File: src/rtl/core_pkg.sv
// core_pkg: shared RV32I pipeline types and constants.
// Holds IF/ID and ID/EX bundles, reset PC and NOP encoding.
package core_pkg;

  localparam logic [31:0] RESET_PC  = 32'h0000_0000;
  localparam logic [31:0] NOP_INSTR = 32'h0000_0013;

  typedef struct packed {
    logic [31:0] instr;
    logic [31:0] pc;
    logic [31:0] pcplus4;
  } if_id_t;

  typedef struct packed {
    logic [31:0] pc;
    logic [31:0] pcplus4;
    logic [31:0] rd1;
    logic [31:0] rd2;
    logic [31:0] imm;
    logic [4:0]  rs1;
    logic [4:0]  rs2;
    logic [4:0]  rd;
  } id_ex_t;

  function automatic logic [31:0] word_align(
    input logic [31:0] a
  );
    return a & 32'hFFFF_FFFC;
  endfunction

endpackage

File: src/rtl/fetch_skid.sv
// fetch_skid: one-entry {instr, pc} buffer for a response caught by a stall.
// Ports: clk, rst, push/pop/clear, in_instr/in_pc in; full, instr, pc out.
module fetch_skid
  import core_pkg::*;
(
  input  logic        clk,
  input  logic        rst,
  input  logic        push,
  input  logic        pop,
  input  logic        clear,
  input  logic [31:0] in_instr,
  input  logic [31:0] in_pc,
  output logic        full,
  output logic [31:0] instr,
  output logic [31:0] pc
);

  always_ff @(posedge clk or posedge rst) begin
    if (rst) begin
      full  <= 1'b0;
      instr <= NOP_INSTR;
      pc    <= 32'd0;
    end else if (clear) begin
      full <= 1'b0;
    end else if (push) begin
      full  <= 1'b1;
      instr <= in_instr;
      pc    <= in_pc;
    end else if (pop) begin
      full <= 1'b0;
    end
  end

endmodule

File: src/rtl/if_stage.sv
// if_stage: RV32I fetch stage; PC, imem request FSM, IF/ID register.
// Ports: stall/flush/redirect in, imem req/rsp channel, out/out_valid to decode.
module if_stage
  import core_pkg::if_id_t, core_pkg::word_align;
#(
  parameter logic [31:0] RESET_PC  = core_pkg::RESET_PC,
  parameter logic [31:0] NOP_INSTR = core_pkg::NOP_INSTR
) (
  input  logic        clk,
  input  logic        rst,
  input  logic        stall_f,
  input  logic        flush_d,
  input  logic        pcsrc_e,
  input  logic [31:0] pctarget_e,
  output logic        imem_req_valid,
  input  logic        imem_req_ready,
  output logic [31:0] imem_addr,
  input  logic        imem_rsp_valid,
  input  logic [31:0] imem_rsp_data,
  output if_id_t      out,
  output logic        out_valid
);

  typedef enum logic [1:0] {
    S_BOOT,
    S_REQ,
    S_WAIT
  } state_e;

  state_e      state;
  state_e      state_n;
  logic [31:0] pc_f;
  logic [31:0] pc_inflight;
  logic [31:0] target;
  logic        discard;
  logic        kill;
  logic        rsp_fire;
  logic        rsp_good;
  logic        accept;
  logic        skid_full;
  logic        skid_push;
  logic        skid_pop;
  logic [31:0] skid_instr;
  logic [31:0] skid_pc;

  assign target   = word_align(pctarget_e);
  assign kill     = flush_d | pcsrc_e;
  assign rsp_fire = (state == S_WAIT) & imem_rsp_valid;
  assign rsp_good = rsp_fire & ~discard;
  assign accept   = imem_req_valid & imem_req_ready;

  // a response caught by a stall parks in the skid
  assign skid_push = rsp_good & stall_f & ~kill;
  assign skid_pop  = skid_full & ~stall_f & ~kill;

  fetch_skid u_skid (
    .clk      (clk),
    .rst      (rst),
    .push     (skid_push),
    .pop      (skid_pop),
    .clear    (kill),
    .in_instr (imem_rsp_data),
    .in_pc    (pc_inflight),
    .full     (skid_full),
    .instr    (skid_instr),
    .pc       (skid_pc)
  );

  always_comb begin
    state_n        = state;
    imem_req_valid = 1'b0;
    imem_addr      = pc_f;
    unique case (state)
      S_BOOT: state_n = S_REQ;
      S_REQ: begin
        imem_req_valid = ~skid_full;
        // redirect goes straight out so the target is what gets accepted
        if (pcsrc_e) imem_addr = target;
        if (~skid_full & imem_req_ready) state_n = S_WAIT;
      end
      S_WAIT: begin
        if (imem_rsp_valid) begin
          // back-to-back issue only when this response is consumed now
          imem_req_valid = ~pcsrc_e & ~stall_f & ~skid_full;
          if (imem_req_valid & imem_req_ready) state_n = S_WAIT;
          else state_n = S_REQ;
        end
      end
      default: state_n = S_BOOT;
    endcase
  end

  always_ff @(posedge clk or posedge rst) begin
    if (rst) state <= S_BOOT;
    else     state <= state_n;
  end

  always_ff @(posedge clk or posedge rst) begin
    if (rst) begin
      pc_f        <= RESET_PC;
      pc_inflight <= RESET_PC;
    end else if (accept) begin
      pc_f        <= imem_addr + 32'd4;
      pc_inflight <= imem_addr;
    end else if (pcsrc_e) begin
      pc_f <= target;
    end
  end

  // the response already owed to the old path must be dropped
  always_ff @(posedge clk or posedge rst) begin
    if (rst)                             discard <= 1'b0;
    else if (rsp_fire)                   discard <= 1'b0;
    else if (state == S_WAIT && pcsrc_e) discard <= 1'b1;
  end

  always_ff @(posedge clk or posedge rst) begin
    if (rst) begin
      out       <= '{instr: NOP_INSTR, pc: 32'd0, pcplus4: 32'd0};
      out_valid <= 1'b0;
    end else if (kill) begin
      out       <= '{instr: NOP_INSTR, pc: 32'd0, pcplus4: 32'd0};
      out_valid <= 1'b0;
    end else if (!stall_f) begin
      if (skid_full) begin
        out.instr   <= skid_instr;
        out.pc      <= skid_pc;
        out.pcplus4 <= skid_pc + 32'd4;
        out_valid   <= 1'b1;
      end else if (rsp_good) begin
        out.instr   <= imem_rsp_data;
        out.pc      <= pc_inflight;
        out.pcplus4 <= pc_inflight + 32'd4;
        out_valid   <= 1'b1;
      end else begin
        out       <= '{instr: NOP_INSTR, pc: 32'd0, pcplus4: 32'd0};
        out_valid <= 1'b0;
      end
    end
  end

endmodule
File: config.mk
export PLATFORM = sky130hd
export DESIGN_NAME = if_stage
export DESIGN_NICKNAME = d
export VERILOG_FILES = /design/src/rtl/core_pkg.sv /design/src/rtl/fetch_skid.sv /design/src/rtl/if_stage.sv
export SDC_FILE = /design/constraint.sdc
export NUM_CORES = 1
export LEC_CHECK = 0
export CORE_MARGIN = 1
export CORE_UTILIZATION = 45
export DETAILED_ROUTE_END_ITERATION = 10
export PLACE_DENSITY = 0.78
export RECOVER_POWER = 50
export SYNTH_ARGS = -nofsm -noshare
export SYNTH_HDL_FRONTEND = slang
export SYNTH_SLANG_ARGS = --single-unit
File: constraint.sdc
create_clock -name clk -period 20.6 [get_ports clk]
set_input_delay 4.12 -clock clk [delete_from_list [all_inputs] [get_ports clk]]
set_output_delay 4.12 -clock clk [all_outputs]
set_load 0.01 [all_outputs]
## Word level (Yosys, flattened, before mapping)

Cells that the tools add are included.

- Register bits: 229
- Input port bits: 71
- Logic and storage cells: 64
- Output and inout port bits: 130

- Equal/unequal tests: 5
- Mux-type cells: 22
- Bitwise gates (word level): 17
- $add $sub $neg: 3
- Reductions and logical operators: 6

Operator list:

| cell | number |
|---|---|
| two-way mux 96 bit | 4 |
| adder 32 x 3 -> 32 bit (second input constant) | 3 |
| two-way mux 32 bit | 3 |
| AND 1 bit | 11 |
| two-way mux 1 bit | 10 |
| two-way mux 2 bit | 3 |
| one-hot mux 2 bit (3 select lines) | 1 |
| inverter 1 bit | 5 |
| != test 2 bit (second input constant) | 2 |
| AND reduction 2 bit | 2 |
| nonzero test 3 bit | 1 |
| equality test 2 x 1 -> 1 bit (second input constant) | 1 |
| equality test 2 bit (second input constant) | 1 |
| logical NOT 2 bit | 1 |
| != test 2 x 1 -> 1 bit (second input constant) | 1 |
| one-hot mux 1 bit (2 select lines) | 1 |
| nonzero test 2 bit | 1 |
| logical AND 1 bit | 1 |
| OR 1 bit | 1 |

## Longest topological paths before layout

Gate-level depths: netlist of the first run.

- Depth after elaboration: 7
- Gate-level depth with buffers: 16
- Mapped depth without buffers: 12

## Modules after synthesis

From an unflattened synthesis of the first run, not the netlist that was laid out.

- Cell total of the unflattened synthesis: 1202
- Area total of the unflattened synthesis: 12197.9 um2

Modules (own cells, without submodules):

| module | area each (um2) | seq. area each (um2) | times used | cells each |
|---|---|---|---|---|
| if_stage | 9449.1 | 4057.6 | 1 | 1061 |
| fetch_skid | 2748.9 | 1630.3 | 1 | 141 |

## Least setup slack after synthesis of the first run

Ideal clock, no wire load.

- Kind: input -> output
- Start point: in pcsrc_e
- End point: out imem_addr[10]
- Path buffers: 4
- Data arrival time: 5.220 ns
- Stages: 7
- Data required time: 16.480 ns
- Path slack: 11.260 ns
- Cell sequence: and2_4 > buf_6 > buf_6 > buf_6 > buf_2 > mux2i_1 > inv_1

- Word-level cells in the longest chain between the ends: 2

Ends and longest elaborated chain:

| item | RTL line | RTL |
|---|---|---|
| start: declaration | if_stage.sv:13 | `input logic pcsrc_e,` |
| two-way mux 32 bit | if_stage.sv:78 | `if (pcsrc_e) imem_addr = target;` |
| two-way mux 32 bit | if_stage.sv:73 | `unique case (state)` |
| end: declaration | if_stage.sv:17 | `output logic [31:0] imem_addr,` |

Every way passes these cells.

## Worst setup path in the final report of the first run

- Start point: in pcsrc_e
- End point: out imem_addr[13]

The elaborated chain is that of the path after synthesis.

==> results_dict.tcl, run 1 <==
set metrics [dict create \
    num_vias 9984 \
    dp.cells 1672 \
    core_um2 25980 \
    hold_class "flop to flop" \
    fp-row-count 59 \
    clk_latency_ns 0.53 \
    grt_usage 0.2403 \
    hpwlAfterDp_mm 21.79 \
    utilization 0.5720 \
    drive_above_1_share 0.1092 \
    synth_top_flop_cell "dfrtp_1" \
    async_flop_share 1.000 \
    first_pass_iters 5 \
    path_cells "buf_2 > clkbuf_1 > nand2_1 > a21oi_1 > inv_1 > clkdlybuf4s50_1" \
    path_class "input pin to output port" \
    skew_ns 0.009424 \
    grt_max_degree 94 \
    crit_path_max_fanout 58 \
    drc_errors 0 \
    avgViaCountPerCell 5.811 \
    violations "capacitance limit, slew limit" \
    netlist.area_leader.share 0.4658 \
    finalPower_mw 1.638 \
    crit_required_ns 16.48 \
    die_area_um2 27040 \
    drt_iter0_markers 853 \
    crit_path_end_kind "output port" \
    nFillCells 2228 \
    report.final.slew_viol_count 359 \
    cts_tree "built" \
    cp.arrival_ns 8.62 \
    gp_congestion 0.8868 \
    ctsHoldBuffers 0 \
    netlist_instances 1207 \
    htree_num_levels 1 \
    worst_pin_slew_ns 5.093 \
    die_y_um 164.4 \
    yosysMostFrequentCell "dfrtp_1" \
    maxCapViolations 5 \
    critPathSlowestCell "clkbuf_1" \
    irDropWorstVdd_mv 0.08529 \
    syn_nets 1285 \
    grt_pass1_wl_mm 51.40 \
    synthTopCellsByArea "dfrtp_1, mux2_2, nand2_1" \
    synth_area_um2 11870 \
    antenna_cells 0 \
    seq_area_frac_synth 0.4790 \
    antenna_found_initial 1 \
    min_period_over_period 0.6183 \
    routed_wl_mm 32.69 \
    ys_warn_count 0 \
    clk_path_buf_depth 3 \
    clkTransAtPathRegs_ns 0.06 \
    setup-tns-final_ns 0 \
    synth_common_cells "dfrtp_1, nand2_1, o21ai_0, mux2_2, a22oi_1" \
    cp_slowest_stage_delay_ns 2.09 \
    finalCriticalPeriod_ns 12.74 \
    hold_viol_final 0 \
    yosysTopAreaCell "dfrtp_1" \
    p_leak_nw 6.465 \
    syn_avg_cell_area_um2 9.838 \
    syn2layout_area_growth_pct 25.17 \
    rsz0062_at_grt "no" \
    portBuffers 198 \
    final_nets 1442 \
    cts_resized 0 \
    root_buffer "clkbuf_16" \
    grt_pass1_vias 9576 \
    critPathLaunchType "input pin" \
    fmax_mhz 78.51 \
    ys_ff_latch 227 \
    post-cts-setup-buffer-count 0 \
    status "finished, violations left" \
    cts_buffers 25 \
    relSlewSlack -2.395 \
    stdcell_count 1718 \
    ys_types 71 \
    wire_per_inst_um 19.03 \
    grt.overflow.total 0 \
    num_io_pins 201 \
    cts_sinks 227 \
    detail-route-antenna-nets 0 \
    synth-edff-count 0 \
    fp.dieW_um 164.4 \
    pwr_density_cell_nw_per_um2 110.2 \
    setup_violations 0 \
    start_util 0.4570 \
]
area by class of cell:
type / instances / area, µm² / area share
flip-flops and latches: 227 / 5689 / 0.3828
repair buffers: 210 / 2056 / 0.1383
multi-input cells: 868 / 5719 / 0.3848
inverters: 32 / 121.4 / 0.008166
clock inverters: 8 / 123.9 / 0.008334
well taps: 335 / 419.2 / 0.02820
clock buffers: 38 / 734.5 / 0.04941
path summary, 6_finish.rpt:
path | startpoint | endpoint | slack [ns] | cells past startpoint
hold reg to reg | out[75] | out[75] | 0.47 | 2
setup / recovery | pcsrc_e | imem_addr[13] | 7.86 | 6
max in group asynchronous | rst | out[86] | 10.91 | 3
min in group asynchronous | rst | u_skid.pc[22] | 5.11 | 2
hold / removal | out[75] | out[75] | 0.47 | 2
setup reg to reg | state[1] | pc_f[16] | 16.61 | 13
placed cells by master, fill, tap and decap left out, types with 20 or more instances in the layout:
master and instances:
o21ai_0 106, dlygate4sd3_1 95, xnor2_1 41, nor2_1 48, nor3_1 23, mux2_2 72, clkbuf_16 25, inv_1 30
a22oi_1 67, dfrtp_1 220, xor2_1 26, clkdlybuf4s50_1 102, mux2i_1 54, nand2_1 193, nand3_1 25, a21oi_1 20
nand4_1 30
routing by layer:
layer | track usage | part of all wire | vias up | wire length [µm]
met1 | 0.3334 | 0.44 | 4871 | 14390
met2 | 0.3776 | 0.45 | 408 | 14700
met4 | 0.07256 | 0.025 | 2 | 828
met5 | 0 | 0.00040 | - | 13
met3 | 0.05023 | 0.084 | 55 | 2756
li1 | - | - | 4648 | -
cell families (layout without fill, tap and decap cells):
family / count (synthesis) / count (layout) / synth area share
xor+xnor: 67 / 67 / 0.04942
simple gates: 397 / 397 / 0.1634
mux: 127 / 127 / 0.1151
buf+inv: 112 / 288 / 0.03994
compound gates: 270 / 270 / 0.1457
flops: 227 / 227 / 0.4790
fa+ha+maj: 7 / 7 / 0.007376
report_power, final:
part | switching [mW] | internal [mW] | total (mW)
Combinational | 0.271 | 0.230 | 0.501
Clock | 0.182 | 0.283 | 0.466
Sequential | 0.119 | 0.552 | 0.671
Total | 0.572 | 1.07 | 1.64
flip-flops by register name, summed over array words and instances, names as in the netlist:
register and cells:
u_skid.instr 32, state 2, u_skid.pc 32, pc_f 32, out_valid 1, out 94
pc_inflight 32, discard 1, u_skid.full 1
worst max-delay path, delay by kind of cell:
family                 cells  cell delay, ns
buffers and inverters      4            2.75
and+or+nand+nor            1            1.14
AOI/OAI and AO/OA          1            0.59
stage by stage:
step | hold WS (ns) | setup slack [ns] | cell area (µm²)
after global routing | 0.4913 | 7.656 | 14860
after CTS | 0.4825 | 9.943 | 14880
after floorplan | 0.4551 | 10.27 | 11870
after detailed placement | 0.4682 | 9.950 | 14020
final | 0.4689 | 7.863 | 14860
after global placement | 0.4601 | 9.973 | 14020
Power figures use the tool's default switching activity.
==> run 2, diff against run 1 <==
--- a/config.mk
+++ b/config.mk
@@ -8,7 +8,7 @@
 export CORE_MARGIN = 1
 export CORE_UTILIZATION = 45
 export DETAILED_ROUTE_END_ITERATION = 10
-export PLACE_DENSITY = 0.78
+export PLACE_DENSITY = 0.81
 export RECOVER_POWER = 50
 export SYNTH_ARGS = -nofsm -noshare
 export SYNTH_HDL_FRONTEND = slang
==> constraint.sdc (replaced) <==
create_clock -name clk -period 10.7 [get_ports clk]
set_input_delay 2.14 -clock clk [delete_from_list [all_inputs] [get_ports clk]]
set_output_delay 2.14 -clock clk [all_outputs]
set_load 0.01 [all_outputs]
==> results_dict.tcl, run 2 (same netlist as run 1, synthesis figures left out) <==
set metrics [dict create \
    reg2reg_slack_ns 6.23 \
    grt_pass1_vias 9619 \
    violations "capacitance limit, slew limit" \
    avgViaCountPerCell 5.892 \
    relSlewSlack -3.374 \
    layout_common_cells "dfrtp_1, nand2_1, o21ai_0" \
    num_io_pins 201 \
    clkTransAtPathRegs_ns 0.06 \
    hp-start "out_valid" \
    nFillCells 2253 \
    wire_per_inst_um 19.24 \
    status "finished, violations left" \
    clk_latency_ns 0.53 \
    drc_errors 0 \
    cts_resized 0 \
    ctsHoldBuffers 0 \
    crit_path_end_kind "asynchronous set/reset pin" \
    worst_pin_slew_ns 6.525 \
    path_cells "dlygate4sd3_1 > clkinvlp_2" \
    gp_congestion 0.9002 \
    die_area_um2 27040 \
    antenna_found_initial 1 \
    start_util 0.4570 \
    pwr_density_cell_nw_per_um2 215.7 \
    core_um2 25980 \
    hpwlAfterDp_mm 22.19 \
    cp_slowest_stage_delay_ns 3.61 \
    grt_max_degree 148 \
    crit_required_ns 9.72 \
    drt_iter0_markers 877 \
    cts_tree "built" \
    num_vias 10134 \
    critPathSlowestCell "clkinvlp_2" \
    htree_num_levels 1 \
    syn2layout_area_growth_pct 25.49 \
    cp.arrival_ns 6.42 \
    setup_violations 0 \
    fmax_mhz 135.1 \
    routed_wl_mm 33.10 \
    die_y_um 164.4 \
    cts_buffers 27 \
    crit_path_max_fanout 147 \
    final_nets 1443 \
    irDropWorstVdd_mv 0.1438 \
    portBuffers 198 \
    grt.overflow.total 0 \
    critPathLaunchType "input pin" \
    antenna_cells 0 \
    clk_path_buf_depth 3 \
    rsz0062_at_grt "no" \
    grt_pass1_wl_mm 52.18 \
    p_leak_nw 6.476 \
    post-cts-setup-buffer-count 0 \
    crit_family "buffers and inverters" \
    cts_sinks 227 \
    min_period_over_period 0.6918 \
    report.final.slew_viol_count 417 \
    root_buffer "clkbuf_16" \
    first_pass_iters 6 \
    hold_viol_final 0 \
    detail-route-antenna-nets 0 \
    largest_reg_flops 94 \
    hold_slack_ns 0.4674 \
    grt_usage 0.2431 \
    path_buf_inv 2 \
    maxCapViolations 5 \
    largest_register "out" \
    finalCriticalPeriod_ns 7.402 \
    hold_class "flop to flop" \
    setup-tns-final_ns 0 \
    path_class "input pin to asynchronous set/reset pin" \
    drive_above_1_share 0.1090 \
    crit_start "rst" \
    fp-row-count 59 \
    fp.dieW_um 164.4 \
    crit-reg2reg-launch "u_skid.full" \
    layout_commonest_cell "dfrtp_1" \
    skew_ns 0.01360 \
]
## run 2: worst paths after layout
kind,to,cells past startpoint
max in group clk,imem_addr[19],6
min in group asynchronous,u_skid.instr[24],2
setup / recovery,u_skid.full,2
setup reg to reg,pc_f[9],7
hold reg to reg,out_valid,2
hold / removal,out_valid,2
## run 2: stage by stage
stage / instances / power (mW) / setup slack (ns) / utilization / area, µm²
finish: 1720 / 3.213 / 3.298 / 0.5734 / 14900
global route: 1720 / 3.379 / 2.042 / 0.5734 / 14900
CTS: 1720 / 3.218 / 4.022 / 0.5744 / 14930
detailed placement: 1671 / 2.257 / 4.014 / 0.5395 / 14020
global placement: 1671 / 2.212 / 4.051 / 0.5395 / 14020
floorplan: 1207 / 1.893 / 2.350 / - / 11870
## run 2: report_power, final
| part | internal [mW] | switching, mW | total (mW) |
|---|---|---|---|
| Sequential | 1.06 | 0.232 | 1.30 |
| Clock | 0.578 | 0.366 | 0.943 |
| Combinational | 0.444 | 0.530 | 0.974 |
## run 2: layer usage
metal | vias up | wire length [µm] | GRT usage
met4 | 2 | 782 | 0.07381
met2 | 465 | 14910 | 0.3805
met5 | - | 11 | 0
met3 | 63 | 2811 | 0.04219
li1 | 4658 | - | -
met1 | 4946 | 14580 | 0.3439
## run 2: cell type report
class / instances / area, µm² / area share
clock inverter: 11 / 170.2 / 0.01142
tap: 335 / 419.2 / 0.02813
clock buffer: 38 / 737.0 / 0.04946
sequential: 227 / 5689 / 0.3818
timing repair buffer: 209 / 2044 / 0.1372
multi-input combinational: 868 / 5719 / 0.3838
inverter: 32 / 121.4 / 0.008145
==> run 3, diff against run 2 <==
--- a/config.mk
+++ b/config.mk
@@ -8,7 +8,7 @@
 export CORE_MARGIN = 1
 export CORE_UTILIZATION = 45
 export DETAILED_ROUTE_END_ITERATION = 10
-export PLACE_DENSITY = 0.81
+export PLACE_DENSITY = 0.78
 export RECOVER_POWER = 50
 export SYNTH_ARGS = -nofsm -noshare
 export SYNTH_HDL_FRONTEND = slang
==> constraint.sdc (replaced) <==
create_clock -name clk -period 7.7 [get_ports clk]
set_input_delay 1.54 -clock clk [delete_from_list [all_inputs] [get_ports clk]]
set_output_delay 1.54 -clock clk [all_outputs]
set_load 0.01 [all_outputs]
==> results_dict.tcl, run 3 (same netlist as run 1, synthesis figures left out) <==
set metrics [dict create \
    fp-row-count 59 \
    num_io_pins 201 \
    clk_path_buf_depth 3 \
    min_period_over_period 0.8118 \
    wire_per_inst_um 19.25 \
    routed_wl_mm 33.11 \
    drt_iter0_markers 708 \
    htree_num_levels 1 \
    relSlewSlack -1.318 \
    drive_above_1_share 0.1077 \
    maxCapViolations 4 \
    setup_violations 0 \
    grt.overflow.total 0 \
    crit_required_ns 6.16 \
    cp.arrival_ns 4.71 \
    clk_latency_ns 0.53 \
    root_buffer "clkbuf_16" \
    irDropWorstVdd_mv 0.2041 \
    pwr_density_cell_nw_per_um2 294.5 \
    layout_common_cells "dfrtp_1, nand2_1, o21ai_0" \
    num_vias 10071 \
    final_nets 1442 \
    status "finished, violations left" \
    ctsHoldBuffers 0 \
    antenna_found_initial 2 \
    clkTransAtPathRegs_ns 0.06 \
    grt_pass1_vias 9632 \
    portBuffers 198 \
    cts_resized 0 \
    core_um2 25980 \
    post-cts-setup-buffer-count 0 \
    skew_ns 0.009678 \
    crit_path_max_fanout 47 \
    gp_congestion 0.9204 \
    rsz0062_at_grt "no" \
    timing.final.ws_setup_ns 1.449 \
    largest_register "out" \
    grt_usage 0.2401 \
    fp.dieW_um 164.4 \
    worst_pin_slew_ns 3.478 \
    grt_pass1_wl_mm 51.45 \
    detail-route-antenna-nets 0 \
    crit_path_end_kind "output port" \
    critPathLaunchType "input pin" \
    start_util 0.4570 \
    p_leak_nw 6.447 \
    drc_errors 0 \
    first_pass_iters 5 \
    syn2layout_area_growth_pct 25.04 \
    report.final.slew_viol_count 236 \
    violations "capacitance limit, slew limit" \
    grt_max_degree 165 \
    largest_reg_flops 94 \
    cts_tree "built" \
    layout_commonest_cell "dfrtp_1" \
    hold_class "flop to flop" \
    place_ws_ns 2.660 \
    path_class "input pin to output port" \
    finalCriticalPeriod_ns 6.251 \
    cts_buffers 25 \
    die_y_um 164.4 \
    die_area_um2 27040 \
    setup-tns-final_ns 0 \
    fmax_mhz 160.0 \
    hpwlAfterDp_mm 22.12 \
    hold_viol_final 0 \
    cts_sinks 227 \
    avgViaCountPerCell 5.855 \
]
## run 3: cell types whose count changed in the layout (fill, tap and decap cells not counted), sizes merged
cell,delta
buf,-1
bufinv,-2
clkbuf,+1
clkdlybuf4s50,-3
clkinv,+1
clkinvlp,-1
diode,+2
dlygate4sd3,+3
## run 3: path summary, 6_finish.rpt
kind,start,to,slack [ns],cells past startpoint
worst min-delay path,out[52],out[52],0.47,2
worst max-delay path,pcsrc_e,imem_addr[13],1.45,6
worst min register to register,out[52],out[52],0.47,2
min in group asynchronous,rst,out[88],2.86,3
worst max register to register,u_skid.full,pc_f[18],3.07,7
max in group asynchronous,rst,pc_inflight[17],2.75,4
## run 3: cell type report
class,instances,area [µm²]
sequential,227,5689
clock buffer,37,730.7
antenna,2,5.005
fill,2252,11140
inverter,32,123.9
tap,335,419.2
multi-input combinational,868,5717
timing repair buffer,210,2057
clock inverter,9,105.1
## run 3: critical path, cell delays in order
cell and delay, ns:
buf_2 0.25, clkbuf_1 1.74, and3_1 0.40, a21oi_1 0.11, inv_1 0.10, clkdlybuf4s50_1 0.53
## run 3: stage by stage
stage	power, mW	utilization	std cells	hold slack [ns]	area (µm²)
6_report	4.372	0.5714	1720	0.4717	14850
4_1_cts	4.374	0.5722	1718	0.4829	14870
2_1_floorplan	2.631	-	1207	0.4551	11880
5_1_grt	4.597	0.5713	1719	0.4919	14840
3_3_place_gp	3.079	0.5401	1672	0.4602	14030
3_5_place_dp	3.139	0.5401	1672	0.4698	14030
## run 3: metal layers
layer / global-route usage / vias up / routed length [µm]
met1: 0.3316 / 4905 / 14400
li1: - / 4652 / -
met5: 0 / - / 0
met3: 0.04470 / 68 / 2952
met2: 0.3751 / 446 / 14740
met4: 0.08966 / 0 / 1007
## run 3: report_power, final
group	switching, mW	internal (mW)
Clock	0.494	0.725
Combinational	0.737	0.618
Sequential	0.321	1.48
Total	1.55	2.82
